==> src/rtl/port_wr_sram_matcher_v2.sv <==
// port_wr_sram_matcher_v2: keeps the best fitting SRAM seen during a round-robin scan
// and reports success after the threshold, or failure on timeout.
module port_wr_sram_matcher_v2 #(
  parameter int SRAM_NUM = 32,
  parameter int IDX_W    = 6,
  parameter int SPACE_W  = 11,
  parameter int AMOUNT_W = 9,
  parameter int LEN_W    = 6,
  parameter int TICK_W   = 8
) (
  input  logic                clk,
  input  logic                rst_n,
  input  logic [TICK_W-1:0]   match_threshold,
  input  logic [TICK_W-1:0]   match_timeout,
  input  logic                tie_prefer_new,
  input  logic [LEN_W-1:0]    new_length,
  input  logic                match_enable,
  output logic                match_suc,
  output logic                match_fail,
  output logic                match_busy,
  output logic [IDX_W-1:0]    match_best_sram,
  output logic [AMOUNT_W-1:0] match_best_amount,
  input  logic [IDX_W-1:0]    match_sram,
  input  logic                accessible,
  input  logic [SPACE_W-1:0]  free_space,
  input  logic [AMOUNT_W-1:0] packet_amount
);
  localparam int CW = (SPACE_W > LEN_W + 1 ? SPACE_W : LEN_W + 1) + 1;
  localparam logic [IDX_W-1:0] NONE = IDX_W'(SRAM_NUM);
  typedef enum logic [1:0] {IDLE, SCAN, DONE, FAIL} state_t;
  state_t state, state_n;
  logic [TICK_W-1:0] tick;
  logic find, fit, better, find_n;
  logic [IDX_W-1:0] best_sram;
  logic [AMOUNT_W-1:0] best_amount;
  always_comb begin
    fit = accessible && (CW'(free_space) >= CW'(new_length) + CW'(1));
    better = fit && (!find || packet_amount > best_amount || (packet_amount == best_amount && tie_prefer_new));
    find_n = find || better;
  end
  // enable drop outranks both success and timeout
  always_comb begin
    state_n = state == IDLE ? (match_enable ? SCAN : IDLE) :
              state == SCAN ? (!match_enable ? IDLE :
                               find_n && tick >= match_threshold ? DONE :
                               !find_n && tick >= match_timeout ? FAIL : SCAN) : IDLE;
  end
  always_ff @(posedge clk) begin
    if (!rst_n) begin
      state <= IDLE;
      tick <= '0;
      find <= 1'b0;
      best_sram <= NONE;
      best_amount <= '0;
    end else begin
      state <= state_n;
      if (state == IDLE && match_enable) begin
        tick <= '0;
        find <= 1'b0;
        best_sram <= NONE;
        best_amount <= '0;
      end else if (state == SCAN && !match_enable) begin
        find <= 1'b0;
        best_sram <= NONE;
        best_amount <= '0;
      end else if (state == SCAN) begin
        tick <= &tick ? tick : tick + 1'b1;
        if (better) begin
          find <= 1'b1;
          best_sram <= match_sram;
          best_amount <= packet_amount;
        end
      end
    end
  end
  always_comb begin
    match_suc = state == DONE;
    match_fail = state == FAIL;
    match_busy = state == SCAN;
    match_best_sram = best_sram;
    match_best_amount = best_amount;
  end
endmodule

==> config.mk <==
export PLATFORM = sky130hd
export DESIGN_NAME = port_wr_sram_matcher_v2
export DESIGN_NICKNAME = d
export VERILOG_FILES = /design/src/rtl/port_wr_sram_matcher_v2.sv
export SDC_FILE = /design/constraint.sdc
export NUM_CORES = 1
export LEC_CHECK = 0
export CAP_MARGIN = 20
export CORE_ASPECT_RATIO = 1.75
export CORE_MARGIN = 4
export CORE_UTILIZATION = 46
export DETAILED_ROUTE_END_ITERATION = 8
export GPL_ROUTABILITY_DRIVEN = 0
export PLACE_DENSITY = 0.81
export SYNTH_ARGS = -nofsm -noshare
export SYNTH_HDL_FRONTEND = slang
export SYNTH_SLANG_ARGS = --single-unit
==> constraint.sdc <==
create_clock -name clk -period 3.2 [get_ports clk]
set_clock_uncertainty 0.2 [all_clocks]
set_input_delay 0.48 -clock clk [delete_from_list [all_inputs] [get_ports clk]]
set_output_delay 0.48 -clock clk [all_outputs]
set_load 0.01 [all_outputs]
# --- Word level (Yosys, flattened, before mapping) ---
# Cells that the tools add are included.
word_totals:
  out_inout_bits: 18
  inputBits: 53
  ff_bits: 26
  wordCells: 43
op_classes:
  n_lt_le_gt_ge: 4
  eq_ne: 4
  n_reduce_logical: 19
  bitwise_logic: 3
  addsub: 2
  n_mux: 6
ops:
  columns: ["cell", "count"]
  rows:
  - ["$ge 8x8->1", 2]
  - ["$ge 11x7->1", 1]
  - ["$mux 2", 5]
  - ["$eq 9x9->1", 1]
  - ["$gt 9x9->1", 1]
  - ["$add 8x1->8 const B", 1]
  - ["$reduce_and 8->1", 1]
  - ["$add 6x1->7 const B", 1]
  - ["$logic_and 1x1->1", 7]
  - ["$eq 2x2->1 const B", 2]
  - ["$logic_not 1->1", 3]
  - ["$logic_or 1x1->1", 3]
  - ["$not 1->1", 3]
  - ["$reduce_and 3->1", 1]
  - ["$reduce_or 3->1", 1]
  - ["$eq 2x1->1 const B", 1]
  - ["$logic_not 2->1", 1]
  - ["$reduce_and 2->1", 1]
  - ["$reduce_or 2->1", 1]
  - ["$mux 1", 1]

# --- Logic depth before layout (Yosys ltp) ---
# Gate-level depths: netlist of the first run.
logic_depth:
  ltp_word: 12
  depth_mapped: 11
  ltp_nobuf: 10

# --- Worst setup path before layout of the first run ---
# OpenSTA, ideal clock, no wires.
synth_path:
  kind: "input to register"
  start: "in new_length[0]"
  end: "reg best_sram[5], in the netlist match_best_sram[5]"
  t_arrival_ns: 2.440
  setup_slack_ns: 0.428
  path_buffers: 1
  required_ns: 2.868
  cell_stages: 11
  setup_ns: 0.132
  cell_sequence: "ha_1 -> and3_1 -> xnor2_1 -> ha_1 -> nand4_1 -> nor2_1 -> a22oi_4 -> a2111o_2 -> buf_6 -> o21ai_0 -> nand3_1"
synth_between:
  elab_chain_cells: 5
synth_rtl:
  columns: ["element", "line_no", "text"]
  rows:
  - ["start, declared", "16", "input logic [LEN_W-1:0] new_length,"]
  - ["$add 6x1->7", "37", "fit = accessible && (CW'(free_space) >= CW'(new_length) + CW'(1));"]
  - ["$ge 11x7->1", "37", null]
  - ["$logic_and 1x1->1", "37", null]
  - ["$logic_and 1x1->1", "38", "better = fit && (!find || packet_amount > best_amount || (packet_amount == best_amount && tie_prefer_new));"]
  - ["$reduce_and 2->1 (no line)", null, null]
  - ["end signal, assigned", "70", "best_sram <= match_sram;"]
  - ["end, declared", "34", "logic [IDX_W-1:0] best_sram;"]
# Every way passes these cells.
# A chain may end at the register's enable or synchronous reset.

# --- Final worst setup path of the first run ---
layout_path:
  start: "in new_length[2]"
  end: "reg state[1]"
layout_between:
  elab_chain_cells: 12
  elab_cells_between_ends: 13
  cone_classes: "add/sub: 1; order compare: 1; mux: 5; reduce/logical: 6"
layout_rtl:
  columns: ["element", "line_no", "text"]
  rows:
  - ["$add 6x1->7 *", "37", null]
  - ["$ge 11x7->1 *", "37", null]
  - ["$logic_and 1x1->1 *", "37", null]
  - ["$logic_and 1x1->1 *", "38", null]
  - ["$logic_or 1x1->1 *", "39", "find_n = find || better;"]
  - ["$logic_not 1->1", "46", "!find_n && tick >= match_timeout ? FAIL : SCAN) : IDLE;"]
  - ["$logic_and 1x1->1", "46", null]
  - ["$mux 2", "46", null]
  - ["$mux 2 *", "45", "find_n && tick >= match_threshold ? DONE :"]
  - ["$mux 2 * (2 in series)", "44", "state == SCAN ? (!match_enable ? IDLE :"]
  - ["$mux 2 *", "43", "state_n = state == IDLE ? (match_enable ? SCAN : IDLE) :"]
  - ["end signal, assigned", "56", "state <= state_n;"]
  - ["end, declared", "31", "state_t state, state_n;"]
# Every way passes the cells marked *; elsewhere a longest branch is shown, timed or not.

==> results of run 1 <==
## layout make-up
| cell class | instances | share of cell area [%] |
|---|---|---|
| clock buffer | 3 | 1.42 |
| clock inverter | 1 | 1.03 |
| inverter | 28 | 3.61 |
| multi-input combinational | 176 | 47.4 |
| sequential | 26 | 17.9 |
| tap | 49 | 2.10 |
| timing repair buffer | 80 | 26.6 |
## where the power goes
group	internal, mW	switching (mW)	total, mW	leakage, nW
Clock	0.167	0.105	0.272	0.0357
Sequential	0.328	0.00477	0.333	0.210
Combinational	0.117	0.0767	0.194	0.946
## worst register-to-register path, delay by kind of cell, from the launching register on
kind	cells	cell delay [ns]
AO/OA/AOI/OAI	2	0.76
AND/OR/NAND/NOR	4	0.63
flip-flops	1	0.36
adder cells (fa/ha/maj)	1	0.29
buffers and inverters	1	0.05
## routing by layer
layer	global-route usage, %	wire [µm]	vias to the layer above
met5	0	0	-
met4	9.28	145	0
met3	3.36	226	13
met2	41.3	3110	46
met1	17.9	1890	934
li1	-	-	1006
## state kept, by name, summed over array words and instances (netlist names)
name,count
state,2
tick,8
match_best_amount,9
find,1
match_best_sram,6
## per-stage QoR
step | hold WS [ns] | area (µm²)
2_1_floorplan | 0.275 | 2020
3_3_place_gp | 0.277 | 2830
3_5_place_dp | 0.293 | 2830
4_1_cts | 0.295 | 2900
5_1_grt | 0.319 | 2920
6_report | 0.296 | 2920
## cells in the mapped netlist
master     number  share of area (%)
a2111o_1        2                1.1
nand3_1        22                5.4
a21o_1          3                1.1
a31oi_1         2               0.62
xor2_1          6                2.6
a2111o_2        1               0.62
a21oi_1         7                1.7
xnor2_1         4                1.7
nand4b_1        1               0.43
nand3b_1        1               0.37
a211oi_1        2               0.74
ha_1           34                 21
buf_1           1               0.19
a21boi_1        5                1.9
and2_1          1               0.31
mux2i_1         1               0.49
nor2b_1         4                1.2
or3_1           2               0.62
o21a_1          5                1.9
a211o_1         4                1.7
o21ai_1        10                2.5
a21boi_2        9                5.0
o21ai_0        11                2.7
dfxtp_1        26                 26
nor2_1         12                2.2
nand2b_1        6                1.9
nand2_1         6                1.1
or4_1           1               0.37
a2111oi_4       1                1.4
buf_2           2               0.49
o211a_1         1               0.49
nand4_1         4                1.2
a22oi_4         1                1.1
buf_6           1               0.56
clkbuf_1        1               0.19
o211ai_1        1               0.37
inv_1          28                5.2
and3_1          3               0.93
o2111ai_1       2               0.87
## cells by family after synthesis
| family | after synthesis | share of synthesized area (%) |
|---|---|---|
| AO/OA/AOI/OAI | 67 | 25.7 |
| XOR/XNOR | 10 | 4.33 |
| adder cells (fa/ha/maj) | 34 | 21.0 |
| buffers and inverters | 33 | 6.61 |
| flip-flops | 26 | 25.7 |
| multiplexers | 1 | 0.494 |
| AND/OR/NAND/NOR | 63 | 16.1 |
## how the worst min path moves through the flow
stage                     cells past startpoint              endpoint  slack [ns]                  from
after global placement                        2  match_best_amount[4]        0.28  match_best_amount[4]
after CTS                                     2  match_best_amount[2]        0.29  match_best_amount[2]
after detailed placement                      2  match_best_amount[3]        0.29  match_best_amount[3]
final                                         2  match_best_amount[2]        0.30  match_best_amount[2]
after floorplan                               1                  find        0.28                  find
after global routing                          2  match_best_amount[2]        0.32  match_best_amount[2]
==> summary.txt, run 1 <==
CTS
  • Hold Buf Count CTS: 0
  • CTS tree: built
  • H-tree Lvls: 1
  • # clock sinks: 26
  • Resized cells post-CTS: 0
  • Clock Latency Late Sink: 0.27 ns
  • # Post-CTS Setup Buffers: 0
  • CTS Buf Count: 3
  • Root buffer cell: clkbuf_8
  • Bufs on Longest Clock Path: 2
  • Worst-path clk slew: 0.09 ns

Yosys
  • Yosys cell types: 39
  • Syn Inst Count: 234
  • Seq/Total Area, Yosys: 25.7%
  • Syn nets: 321
  • FF+latch count, synth: 26
  • Yosys warns: 0
  • Syn Area/Cell: 8.65 µm²
  • Cell Area, Synth: 2020 µm²

Drt
  • DR vias/cell: 5.51
  • Routed Antenna Nets: 0
  • Residual DRC: 0
  • Drt pass-1 iters: 4
  • Drt first-iter violations: 44
  • WL final: 5370 µm
  • WL per Instance: 14.8 µm
  • Vias: 1999

Worst setup path
  • WP data required: 3.21 ns
  • FF-to-FF Start: match_best_amount[8]
  • Cell repeated most along the worst path: a211o_1
  • Worst Reg-to-Reg Cells: 8
  • Worst path bufs/invs: 2
  • Critical R2R Capture: match_best_sram[5]
  • Worst Path Max Fanout: 4
  • Startpoint types: input port
  • Crit path from: new_length[2]
  • Critical Path Sink Type: register
  • Crit path capture: state[1]
  • Setup CP Type: in -> reg
  • Slowest CP cell: clkdlybuf4s50_1
  • CP Depth: 12
  • Max stage delay on crit path: 0.54 ns
  • Cells along the critical path: clkdlybuf4s50_1, and3_1, nand3_1, xor2_1, ha_1, a21o_1, a211o_1, a22oi_4, buf_4, nand2b_1, a211o_1, a21oi_1
  • Worst path arrival time: 3.06 ns
  • R2R setup slack: 0.77 ns
  • Crit-path leading delay family: compound AO/OA/AOI/OAI gates

Final layout
  • Register area: 520 µm²
  • Non-filler instance count after layout: 363
  • Fill cells: 344
  • Multi-input logic area: 1380 µm²
  • Area grow syn2layout: 44.0%
  • Fin util: 69.6%
  • Most common cell after layout, fill and taps aside: clkdlybuf4s50_1
  • Layout cells sized above 1: 8.28%
  • # nets final: 402
  • ANT cells: 0
  • Most frequent cells in the layout: 70 x clkdlybuf4s50_1, 34 x ha_1, 28 x inv_1

Timing
  • Final period utilization: 95.5%
  • Final WS setup: 0.144 ns
  • Unrepaired setup endpoints after global routing: false
  • Fin. max-slew vios: 0
  • Final hold vios: 0
  • Worst slew margin: 64.3%
  • Fmax: 327 MHz
  • Slew @ Worst Pin: 0.532 ns
  • Setup Viol. Count Final: 0
  • Period minus WS final: 3.06 ns
  • Total Neg Setup Slack: 0 ns

Die
  • DIE AREA: 5570 µm²
  • Die height: 95.8 µm
  • Die width: 58.2 µm
  • Std cell rows: 31
  • Core area: 4190 µm²
  • Io pins: 71
  • Starting Density: 48.3%

Placed design
  • Port Buffer Count: 70
  • # placed instances: 358
  • Dpl hpwl: 4480 µm
  • Placement Setup Slack: -0.171 ns

Global route
  • Global-route wire length before repair: 8760 µm
  • Vias in the first global route: 2040
  • Total track usage: 20.0%
  • GR Overflow Total: 0
  • Pin count of the biggest net entering global routing: 17
  • Antenna violations before repair: 0

Power
  • Max VDD drop: 0.259 mV
  • Leakage dissipation: 1.19 nW
  • PwrDens: 274 nW/µm²
  • Total power: 0.799 mW

Flow run
  • Max_cap viols: 0

Status
  • Status: finished clean

Worst hold path
  • Hold Path Class: reg -> reg
Power figures use the tool's default switching activity.
==> run 2: changes to the inputs <==
--- a/config.mk
+++ b/config.mk
@@ -11,6 +11,7 @@
 export CORE_UTILIZATION = 46
 export DETAILED_ROUTE_END_ITERATION = 8
 export GPL_ROUTABILITY_DRIVEN = 0
+export GPL_TIMING_DRIVEN = 0
 export PLACE_DENSITY = 0.81
 export SYNTH_ARGS = -nofsm -noshare
 export SYNTH_HDL_FRONTEND = slang
==> run 2 against run 1 <==
Effect of this change: worst setup slack gained 0.012 ns; sequential power is essentially flat; critical endpoint is now match_best_sram[5]; cell count shrank 0.55%; wire length grew 0.99%; clock-buffer cell count is the same; clock power is essentially flat; power is essentially flat; via count grew 0.70%; global-route usage shrank 0.19 points; sequential share of layout area shrank 0.084 points.
==> summary.txt, run 2 (synthesized netlist as in run 1, its figures left out) <==
CTS
  • CTS tree: built
  • H-tree Lvls: 1 (unchanged)
  • Clock Latency Late Sink: 0.27 ns (about the same)
  • Bufs on Longest Clock Path: 2 (unchanged)
  • # clock sinks: 26 (unchanged)
  • CTS Buf Count: 3 (unchanged)
  • Worst-path clk slew: 0.09 ns (about the same)
  • Root buffer cell: clkbuf_8

Timing
  • Final period utilization: 95.1% (-0.36 points)
  • Setup Viol. Count Final: 0 (unchanged)
  • Unrepaired setup endpoints after global routing: false
  • Total Neg Setup Slack: 0 ns (unchanged)
  • Worst slew margin: 63.3% (-1.0 points)
  • Min Hold Slack: 0.293 ns (-0.00311 ns)
  • Final hold vios: 0 (unchanged)
  • Period minus WS final: 3.04 ns (-0.0117 ns)
  • Slew @ Worst Pin: 0.547 ns (+0.0156 ns)
  • Fin. max-slew vios: 0 (unchanged)
  • Fmax: 328 MHz (+0.38%)

Worst setup path
  • Startpoint types: input port
  • WP data required: 3.15 ns (-0.06 ns)
  • Worst path bufs/invs: 2 (unchanged)
  • Crit-path leading delay family: compound AO/OA/AOI/OAI gates
  • Setup CP Type: in -> reg
  • Worst path arrival time: 2.99 ns (-0.07 ns)
  • Cells along the critical path: clkdlybuf4s50_1, ha_2, and3_1, nand3_2, ha_4, nand4_1, nor2_2, a22oi_4, a2111o_2, buf_6, o21ai_0, nand3_1
  • Slowest CP cell: clkdlybuf4s50_1
  • Critical Path Sink Type: register
  • Worst Path Max Fanout: 10 (+6)
  • Max stage delay on crit path: 0.52 ns (-0.02 ns)

Final layout
  • Area grow syn2layout: 44.7%
  • Fin util: 69.9% (+0.33 points)
  • Largest register FFs: 9 (unchanged)
  • Fill cells: 348 (+1.2%)
  • Layout cells sized above 1: 8.97% (+0.69 points)
  • # nets final: 400 (-0.50%)
  • ANT cells: 0 (unchanged)
  • Multi-input logic area: 1400 µm² (+1.2%)
  • Register area: 520 µm² (unchanged)
  • Most frequent cells in the layout: 66 x clkdlybuf4s50_1, 32 x ha_1, 28 x inv_1
  • Most common cell after layout, fill and taps aside: clkdlybuf4s50_1

Die
  • Std cell rows: 31 (unchanged)
  • DIE AREA: 5570 µm² (unchanged)
  • Io pins: 71 (unchanged)
  • Die width: 58.2 µm (unchanged)
  • Die height: 95.8 µm (unchanged)
  • Starting Density: 48.3% (unchanged)
  • Core area: 4190 µm² (unchanged)

Global route
  • Met2 Resource Use GR: 42.5% (+1.2 points)
  • Vias in the first global route: 2009 (-1.5%)
  • Most used routing layer: met2
  • M1 GR Usage: 18.2% (+0.25 points)
  • GR Overflow Total: 0 (unchanged)
  • Pin count of the biggest net entering global routing: 16 (-1)
  • Global-route wire length before repair: 8720 µm (-0.40%)
  • Antenna violations before repair: 0 (unchanged)
  • Total track usage: 19.9% (-0.19 points)
  • Met3 Resource Use GR: 2.28% (-1.1 points)

Placed design
  • Port Buffer Count: 70 (unchanged)
  • Dpl hpwl: 4460 µm (-0.52%)

Power
  • Leakage dissipation: 1.22 nW (+2.1%)
  • Max VDD drop: 0.258 mV (-0.26%)
  • PwrDens: 273 nW/µm² (-0.54%)

Drt
  • Residual DRC: 0 (unchanged)
  • Routed Antenna Nets: 0 (unchanged)
  • WL final: 5420 µm (+0.99%)
  • Drt pass-1 iters: 4 (unchanged)
  • DR vias/cell: 5.58 (+1.3%)
  • Vias: 2013 (+0.70%)
  • Drt first-iter violations: 28 (-36%)
  • WL per Instance: 15.0 µm (+1.5%)

Flow run
  • Max_cap viols: 0 (unchanged)

Worst hold path
  • Hold Path Class: reg -> reg

Status
  • Status: finished clean
-- run 2: changes by cell type in the layout (fill, tap and decap cells not counted), moves of 2 or more --
| cell | delta |
|---|---|
| clkdlybuf4s50_1 | -4 |
| dlymetal6s2s_1 | +4 |
| buf_4 | -7 |
| buf_6 | +2 |
| ha_1 | -2 |
| buf_2 | +2 |
-- run 2: path summary, 6_finish.rpt --
path                            cells past startpoint  slack (ns)                   end            startpoint
worst max register to register                      8        0.72    match_best_sram[5]  match_best_amount[0]
worst min-delay path                                2        0.29  match_best_amount[4]  match_best_amount[4]
worst min register to register                      2        0.29  match_best_amount[4]  match_best_amount[4]
worst max-delay path                               12        0.16    match_best_sram[5]         new_length[1]
-- run 2: area by class of cell --
class	count	share of cell area (%)
plain buffers	5	1.20
repair buffers	74	25.2
clock inverters	1	1.03
clock buffers	3	1.41
well taps	49	2.09
flip-flops and latches	26	17.8
multi-input cells	175	47.7
inverters	28	3.59
-- run 2: tightest hold or removal path, delay by kind of cell, from the launching register on --
family         cells  cell delay (ns)
flip-flops         1             0.33
AO/OA/AOI/OAI      2             0.13
-- run 2: layer usage --
metal	up-vias	part of all wire (%)
li1	1001	-
met3	4	3.7
met5	-	0
met1	965	35
met2	43	61
met4	0	1.0
-- run 2: power by group --
part / switching, mW / internal (mW) / leakage, nW
sequential: 0.00455 / 0.328 / 0.210
combinational: 0.0777 / 0.113 / 0.972
clock: 0.108 / 0.167 / 0.0357
total: 0.190 / 0.609 / 1.22
-- run 2: per-stage QoR --
| stage | power (mW) | instance area (µm²) | setup WS, ns | std cells |
|---|---|---|---|---|
| finish | 0.798 | 2930 | 0.155 | 361 |
| CTS | 0.799 | 2870 | 0.0219 | 358 |
| global route | 0.837 | 2930 | 0.000999 | 361 |
| floorplan | 0.426 | 2020 | 0.428 | 234 |
| global placement | 0.521 | 2790 | -0.332 | 353 |
| detailed placement | 0.526 | 2790 | -0.438 | 353 |
-- run 2: timing repair --
| item | 4_1_cts | 5_1_grt |
|---|---|---|
| pin swaps | 2 | 3 |
| setup endpoints to repair | 10 | 15 |
| gates resized for setup | 2 | 9 |
| cloned | 0 | 1 |
| setup buffers | 1 | 2 |
| hold buffers | 0 | 0 |
